**config.mk**
```make
export PLATFORM = sky130hd
export DESIGN_NAME = spi_tx_scheduler
export DESIGN_NICKNAME = d
export VERILOG_FILES = /design/src/rtl/spi_ctrl_pkg.sv /design/src/rtl/rr_arbiter.sv /design/src/rtl/spi_tx_scheduler.sv
export SDC_FILE = /design/constraint.sdc
export NUM_CORES = 1
export LEC_CHECK = 0
export CAP_MARGIN = 20
export CORE_ASPECT_RATIO = 0.6
export CORE_UTILIZATION = 40
export DETAILED_ROUTE_END_ITERATION = 10
export GPL_TIMING_DRIVEN = 0
export MAX_ROUTING_LAYER = met4
export PLACE_DENSITY = 0.77
export SYNTH_ARGS = -nofsm -noshare
export SYNTH_HDL_FRONTEND = slang
export SYNTH_SLANG_ARGS = --single-unit
```
**constraint.sdc**
```tcl
create_clock -name clk -period 3.7 [get_ports clk]
set_input_delay 0.925 -clock clk [delete_from_list [all_inputs] [get_ports clk]]
set_output_delay 0.925 -clock clk [all_outputs]
set_load 0.03 [all_outputs]
```
**src/rtl/spi_ctrl_pkg.sv**
```systemverilog
// Shared types and helpers for the SPI transmit scheduler.
package spi_ctrl_pkg;

  localparam int DATA_WIDTH_DEF = 8;

  typedef enum logic [2:0] {
    IDLE,
    TRIG,
    WAIT_LOW,
    WAIT_HIGH,
    GAP
  } spi_sched_state_t;

  // Index width for n items, never narrower than one bit.
  function automatic int idx_w(input int n);
    return (n > 1) ? $clog2(n) : 1;
  endfunction

endpackage

```
**src/rtl/rr_arbiter.sv**
```systemverilog
// Combinational round-robin arbiter: the search starts one past the last grant
// and wraps, so the most recently served requester has the lowest priority.
module rr_arbiter
  import spi_ctrl_pkg::*;
#(
  parameter int NUM_REQ = 4,
  localparam int IW = idx_w(NUM_REQ)
) (
  input  logic [NUM_REQ-1:0] req_i,
  input  logic [IW-1:0]      last_grant_i,
  input  logic               en_i,
  output logic [NUM_REQ-1:0] gnt_o,
  output logic [IW-1:0]      gnt_idx_o,
  output logic               any_gnt_o
);

  // Cyclic first-valid search from last_grant+1.
  always_comb begin
    int idx;
    idx       = 0;
    gnt_o     = '0;
    gnt_idx_o = '0;
    any_gnt_o = 1'b0;
    for (int k = 1; k <= NUM_REQ; k++) begin
      idx = (int'(last_grant_i) + k) % NUM_REQ;
      if (en_i && !any_gnt_o && req_i[IW'(idx)]) begin
        any_gnt_o         = 1'b1;
        gnt_idx_o         = IW'(idx);
        gnt_o[IW'(idx)]   = 1'b1;
      end
    end
  end

endmodule

```
**src/rtl/spi_tx_scheduler.sv**
```systemverilog
// Round-robin scheduler sharing one SPI serializer among NUM_REQ requesters.
// Build option SPI_TX_TIMEOUT_EN adds a frame watchdog driving err_timeout.
module spi_tx_scheduler
  import spi_ctrl_pkg::*;
#(
  parameter int NUM_REQ        = 4,
  parameter int DATA_WIDTH     = DATA_WIDTH_DEF,
  parameter int GAP_CYCLES     = 2,
  parameter int TIMEOUT_CYCLES = 1024
) (
  input  logic                          clk,
  input  logic                          nrst,
  input  logic                          send_en,
  input  logic [NUM_REQ-1:0]            req_valid,
  input  logic [NUM_REQ*DATA_WIDTH-1:0] req_data,
  output logic [NUM_REQ-1:0]            req_ready,
  output logic                          ser_trigger,
  output logic [DATA_WIDTH-1:0]         ser_msg,
  input  logic                          ser_sel,
  output logic                          busy,
  output logic                          frame_done,
  output logic [$clog2(NUM_REQ)-1:0]    done_id,
  output logic                          err_timeout
);

  localparam int IW       = idx_w(NUM_REQ);
  localparam int GW       = idx_w(GAP_CYCLES + 1);
  localparam int GAP_LAST = (GAP_CYCLES > 0) ? GAP_CYCLES - 1 : 0;

  spi_sched_state_t state_q, state_d;
  logic [IW-1:0]         last_grant_q, last_grant_d;
  logic [IW-1:0]         cur_id_q, cur_id_d;
  logic [DATA_WIDTH-1:0] ser_msg_q, ser_msg_d;
  logic [GW-1:0]         gap_cnt_q, gap_cnt_d;

  logic [NUM_REQ-1:0][DATA_WIDTH-1:0] req_bytes;
  logic [NUM_REQ-1:0] gnt;
  logic [IW-1:0]      gnt_idx;
  logic               any_gnt;

  assign req_bytes = req_data;

  rr_arbiter #(.NUM_REQ(NUM_REQ)) u_arb (
    .req_i        (req_valid),
    .last_grant_i (last_grant_q),
    .en_i         (send_en && (state_q == IDLE)),
    .gnt_o        (gnt),
    .gnt_idx_o    (gnt_idx),
    .any_gnt_o    (any_gnt)
  );

`ifdef SPI_TX_TIMEOUT_EN
  localparam int TW = idx_w(TIMEOUT_CYCLES + 1);
  logic [TW-1:0] tmo_cnt_q, tmo_cnt_d;
  logic          err_q, err_d;

  // Watchdog counter and sticky error flag.
  always_ff @(posedge clk) begin
    if (!nrst) begin
      tmo_cnt_q <= '0;
      err_q     <= 1'b0;
    end else begin
      tmo_cnt_q <= tmo_cnt_d;
      err_q     <= err_d;
    end
  end

  assign err_timeout = err_q;
`else
  assign err_timeout = 1'b0;
`endif

  // State and datapath registers.
  always_ff @(posedge clk) begin
    if (!nrst) begin
      state_q      <= IDLE;
      last_grant_q <= IW'(NUM_REQ - 1);
      cur_id_q     <= '0;
      ser_msg_q    <= '0;
      gap_cnt_q    <= '0;
    end else begin
      state_q      <= state_d;
      last_grant_q <= last_grant_d;
      cur_id_q     <= cur_id_d;
      ser_msg_q    <= ser_msg_d;
      gap_cnt_q    <= gap_cnt_d;
    end
  end

  // Next-state and output decode.
  always_comb begin
    state_d      = state_q;
    last_grant_d = last_grant_q;
    cur_id_d     = cur_id_q;
    ser_msg_d    = ser_msg_q;
    gap_cnt_d    = gap_cnt_q;
    req_ready    = '0;
    ser_trigger  = 1'b0;
    frame_done   = 1'b0;
    case (state_q)
      IDLE: begin
        if (any_gnt) begin
          req_ready    = gnt;
          ser_msg_d    = req_bytes[gnt_idx];
          cur_id_d     = gnt_idx;
          last_grant_d = gnt_idx;
          state_d      = TRIG;
        end
      end
      TRIG: begin
        ser_trigger = 1'b1;
        state_d     = WAIT_LOW;
      end
      WAIT_LOW: begin
        if (!ser_sel) state_d = WAIT_HIGH;
      end
      WAIT_HIGH: begin
        if (ser_sel) begin
          frame_done = 1'b1;
          gap_cnt_d  = '0;
          state_d    = (GAP_CYCLES > 0) ? GAP : IDLE;
        end
      end
      GAP: begin
        if (gap_cnt_q == GW'(GAP_LAST)) begin
          gap_cnt_d = '0;
          state_d   = IDLE;
        end else begin
          gap_cnt_d = gap_cnt_q + 1'b1;
        end
      end
      default: state_d = IDLE;
    endcase
`ifdef SPI_TX_TIMEOUT_EN
    // A completed frame wins over an expiry landing in the same cycle.
    tmo_cnt_d = tmo_cnt_q;
    err_d     = err_q;
    if (state_q == WAIT_LOW || state_q == WAIT_HIGH) begin
      tmo_cnt_d = tmo_cnt_q + 1'b1;
      if (!frame_done && tmo_cnt_d == TW'(TIMEOUT_CYCLES)) begin
        err_d   = 1'b1;
        state_d = IDLE;
      end
    end
    if (state_d == TRIG) tmo_cnt_d = '0;
`endif
  end

  assign ser_msg = ser_msg_q;
  assign busy    = (state_q != IDLE);
  assign done_id = frame_done ? cur_id_q : '0;

endmodule

```
After elaboration in Yosys (flattened, before gate mapping)
Cells that the tools add are included.
Word-level totals
  register bits after elaboration: 17
  output and inout port bits: 18
  word-level logic and storage cells: 100
Cells by class
  $add $sub $neg: 5
  magnitude comparators: 9
  eq/ne operators: 9
  multiplexer cells: 48
  bitwise gates (word level): 3
  reductions and logical operators: 21
Operators by type and width (count)
  4-bit two-way mux: 6
  1-bit two-way mux: 19
  8-bit binary-select mux with 2-bit select: 1
  2-bit by 4-bit less-than comparator with 1-bit output, second input constant: 4
  3-bit one-hot mux with 5 select lines: 1
  2-bit two-way mux: 7
  1-bit logical AND: 12
  3-bit two-way mux: 4
  4-bit bitwise OR: 3
  1-bit binary-select mux with 2-bit select: 4
  1-bit demux with 2-bit select: 4
  2-bit by 1-bit greater-or-equal comparator with 1-bit output, second input constant: 4
  8-bit two-way mux: 1
  2-bit inequality test, second input constant: 4
  2-bit by 1-bit adder with 2-bit output, second input constant: 3
  3-bit by 2-bit == test with 1-bit output, second input constant: 2
  2-bit adder, second input constant: 2
  2-bit one-hot mux with 2 select lines: 1
  2-bit AND reduction: 2
  4-bit AND reduction: 1
  3-bit by 1-bit == test with 1-bit output, second input constant: 1
  3-bit == test, second input constant: 1
  1-bit zero test: 3
  3-bit zero test: 1
  4 further kinds: 4

Depth between registers and ports, before layout
Gate-level depths: netlist (run 1).
  depth in word-level cells: 20
  gate-level depth with buffers: 12
  gate-level depth less buffers: 8

Hierarchy
Synthesis (run 1) repeated with hierarchy kept, for this count alone.
Second synthesis, totals
  cell total of the unflattened synthesis: 156
  area, all modules: 1432.6 um2
By module, submodules not included
  spi_tx_scheduler: instances 1, cells each 97, area each 895.9 um2, sequential area each 340.3 um2
  rr_arbiter: instances 1, cells each 59, area each 536.8 um2, sequential area each 0.0 um2

Worst setup path before layout (run 1)
No wires, ideal clock.
  kind: register to output
  from: register last_grant_q[0]
  to: output port req_ready[0]
  data arrival time: 2.926 ns
  path slack: -0.151 ns
  stages on the path, launching flop included: 10
  buffers on the path: 2
  cells stage by stage: dfxtp_1 > buf_4 > clkinv_1 > ha_1 > clkbuf_1 > mux2_2 > mux2_2 > nor2_1 > a22oi_1 > o22ai_1
Between the ends
  longest elaborated chain between the ends: 20
  elaborated cells between the ends (all ways): 59
  those cells by class: add/sub (4); order compare (8); mux (30); bitwise (3); reduce/logical (14)
Ends and longest elaborated chain
  from (decl): line spi_tx_scheduler.sv:31  | logic [IW-1:0] last_grant_q, last_grant_d;
  from (signal assigned): line spi_tx_scheduler.sv:77  | last_grant_q <= IW'(NUM_REQ - 1);
  from (signal assigned): line spi_tx_scheduler.sv:83  | last_grant_q <= last_grant_d;
  branches (longest 18 deep; another with 2-bit by 4-bit less-than comparator with 1-bit output)
  4-bit two-way mux *: line spi_tx_scheduler.sv:102  | if (any_gnt) begin
  4-bit two-way mux *: line spi_tx_scheduler.sv:100  | case (state_q)
  to (decl): line spi_tx_scheduler.sv:16  | output logic [NUM_REQ-1:0] req_ready,
Mark *: on every way between the ends. The select of a mux whose other input is x is not followed.

Final worst setup path (run 1)
  from: input port req_valid[2]
  to: output port req_ready[3]
Between the ends
  longest elaborated chain between the ends: 19
  elaborated cells between the ends (all ways): 35
  those cells by class: mux (22); bitwise (3); reduce/logical (10)
Ends and longest elaborated chain
  from (decl): line spi_tx_scheduler.sv:14  | input logic [NUM_REQ-1:0] req_valid,
  1-bit binary-select mux with 2-bit select: line rr_arbiter.sv:26  | if (en_i && !any_gnt_o && req_i[IW'(idx)]) begin
  1-bit two-way mux (not written as such) (2 in a row): line rr_arbiter.sv:26
  1-bit logical AND: line rr_arbiter.sv:26
  1-bit two-way mux: line rr_arbiter.sv:26
  1-bit zero test: line rr_arbiter.sv:26
  1-bit logical AND (2 in a row): line rr_arbiter.sv:26
  1-bit two-way mux: line rr_arbiter.sv:26
  1-bit zero test: line rr_arbiter.sv:26
  1-bit logical AND (2 in a row): line rr_arbiter.sv:26
  1-bit two-way mux: line rr_arbiter.sv:26
  1-bit zero test: line rr_arbiter.sv:26
  1-bit logical AND (2 in a row): line rr_arbiter.sv:26
  4-bit two-way mux / 1-bit two-way mux (equally long branches): line rr_arbiter.sv:26
  4-bit two-way mux *: line spi_tx_scheduler.sv:102
  4-bit two-way mux *: line spi_tx_scheduler.sv:100
Mark *: on every way between the ends. The rest lies on a longest branch, timed or not. The select of a mux whose other input is x is not followed.

==> results.tsv, run 1 <==
metric	value	unit
HP Class	flop to flop	
Final Cycle Share	99.25	%
simple-gate share of the synthesized area	20.38	%
# IOs	58	
Post-Synthesis Cells	162	
crit end category	primary output	
RSZ-0062 raised after global routing	false	
fraction of layout cells with a size suffix above 1	26.96	%
GR Overflow Total	0	
Synth Area in XOR/XNOR	0	%
Clock Skew	0.003075	ns
later-pin clock latency in the skew report	0.25	ns
Post-synth ARST share	0	%
hold_buf cts	0	
Sequential Area	347.8	µm²
Placed Area	2130	µm²
CTS max path bufs	2	
die width	81.00	µm
adder-cell share of the synthesized area	6.683	%
largest fanout on the critical path	6	
post-route cell area	2325	µm²
Antenna Nets Post-Route	0	
vias per cell	5.847	
top post-synthesis cells by count	18 x mux2i_1, 17 x dfxtp_1, 11 x nand3_1	
row count	16	
die height	49.40	µm
largest area contributor in the netlist	dfxtp_1	
CORE AREA	3403	µm²
synth warn	0	
die footprint	4001	µm²
CTS H-tree lvls	1	
cell count after placement	263	
Pleak	0.9914	nW
final wirelength	4.788	mm
Antenna Cells	0	
Iter 0 DRT Violations	185	
Slew Viols, Final	0	
fillers	271	
compound-gate portion of the synthesized area	23.98	%
Clock Sinks	17	
min Tclk post-route	3.672	ns
antenna violations before repair	0	
Wirelength per Cell	17.41	µm
CTS buffer count	3	
Synth cell types	44	
worst path required time	2.77	ns
multi-input logic area	1129	µm²
status	finished clean	
Slew Limit Headroom	60.85	%
Peak VDD IR	0.0002105	V
overall power	0.9635	mW
CTS tree	built	
Post-synth EDFFs	0	
Worst Max-Slew Pin Slew	0.5837	ns
pin count of the biggest net entering global routing	11	
post-synthesis register bit count	17	
number of port buffers	56	
Pre-antenna DRT Iters	4	
cell depth of the worst hold path	2	
largest family of logic cells by synthesized area	compound AO/OA/AOI/OAI gates	
vias after detailed routing	1608	
vias in the first global route	1570	
Max Cap Viol	0	
Nets	279	
cell with the most instances after synthesis	mux2i_1	
multiplexer share of the synthesized area	18.80	%
Synth top area share	22.72	%
Worst Setup Path Type	primary input to primary output	
routability cong.	0.8875	
Post-Syn Area	1498	µm²
final hold violations	0	
register area share after synthesis	22.72	%
DRC errors left	0	
P&R area growth vs syn	55.22	%
first-pass GRT wire length	7.596	mm
Initial Utilization	44.01	%
Arr. time, crit path	2.75	ns
fin cells	275	
Mean Syn Cell Area	9.245	µm²
Worst Reg-to-Reg Cells	14	
CP startpoint kind	primary input	
Root Buffer	clkbuf_8	
upper clock frequency limit	272.3	MHz
PD cells	414.5	nW/µm²
dominant synthesized flop cell	dfxtp_1	
Net Count, Synth	210	
Worst-path clk slew	0.06	ns
gr usage total	25.69	%
final hold slack	0.4612	ns
Setup-failing EPs final	0	
largest cells by area after synthesis	dfxtp_1 23%, mux2i_1 12%, o221ai_2 8.0%	
DP HPWL	3.327	mm
==> routing by layer <==
metal / vias to the layer above / share of wire (%) / global-route usage, %
met4: 0 / 1.1 / 7.738
li1: 748 / - / -
met5: - / 0 / -
met3: 10 / 5.8 / 5.794
met2: 72 / 48 / 40.62
met1: 778 / 45 / 32.50
==> critical path, stage by stage <==
cell	delay, ns
dlygate4sd2_1	0.30
mux2_4	0.31
mux2_4	0.31
and3_1	0.22
a32o_1	0.25
a41oi_2	0.19
nand2_1	0.09
buf_6	0.15
==> path summary, 6_finish.rpt <==
path | from | end | slack [ns]
worst max-delay path | req_valid[2] | req_ready[3] | 0.03
worst min-delay path | cur_id_q[1]$_SDFFE_PN0P_ | cur_id_q[1]$_SDFFE_PN0P_ | 0.46
worst max register to register | last_grant_q[1]$_SDFFE_PN1P_ | ser_msg[6]$_SDFFE_PN0P_ | 0.50
worst min register to register | cur_id_q[1]$_SDFFE_PN0P_ | cur_id_q[1]$_SDFFE_PN0P_ | 0.46
==> cell families (layout without fill, tap and decap cells) <==
kind of cell    after synthesis  count (layout)
simple gates                 52              52
compound gates               40              40
mux                          25              25
buf+inv                      19              87
flops                        17              17
fa+ha+maj                     8               8
other cells                   1               1
==> sequential cells by signal (all words and copies together) (netlist names) <==
register and count:
gap_cnt_q 2, cur_id_q 2, last_grant_q 2, state_q 3, ser_msg 8
==> what timing repair did <==
item,4_1_cts,5_1_grt
endpoints found under the hold margin,0,0
cloned,0,0
setup endpoints to repair,15,12
resized for setup,46,9
setup buffers,11,1
pin swaps,6,4
==> placed cells by master, fill, tap and decap left out, types with 4 or more instances in the layout <==
cell type and count:
nand2b_1 4, dfxtp_1 15, ha_1 7, nand2_1 10, nor2_1 8, a22oi_1 5, buf_4 14, mux2i_1 17
o221ai_2 8, dlygate4sd2_1 4, a21oi_1 8, buf_2 4, nand3_1 10, clkdlybuf4s50_1 47, inv_1 5
==> where the power goes <==
group / leakage [nW] / internal, mW / total [mW] / switching, mW
sequential: 0.139 / 0.213 / 0.241 / 0.0281
combinational: 0.829 / 0.268 / 0.581 / 0.313
clock: 0.0228 / 0.0765 / 0.141 / 0.0645
==> final cells by class <==
cell class / instances / area share, %
buffer: 8 / 2.745
clock buffer: 4 / 1.938
inverter: 7 / 1.830
multi-input combinational: 126 / 48.55
sequential: 17 / 14.96
tap: 45 / 2.422
timing repair buffer: 68 / 27.56
==> per-stage QoR <==
stage               setup TNS (ns)  setup slack, ns  utilization [%]
finish                           0          0.02790            68.31
global route                     0          0.01732            68.31
CTS                              0          0.01315            67.57
detailed placement          -3.256          -0.7945            62.57
global placement            -2.542          -0.7118            62.57
floorplan                        0          0.04588                -
(Power assumes the default switching activity.)
==> run 2: changes to the inputs <==
ABC_CLOCK_PERIOD_IN_PS = 3700   (was unset)
SLEW_MARGIN = 40   (was unset)
==> results of run 2 <==
Final layout, timing and power as in run 1 (identical DEF).
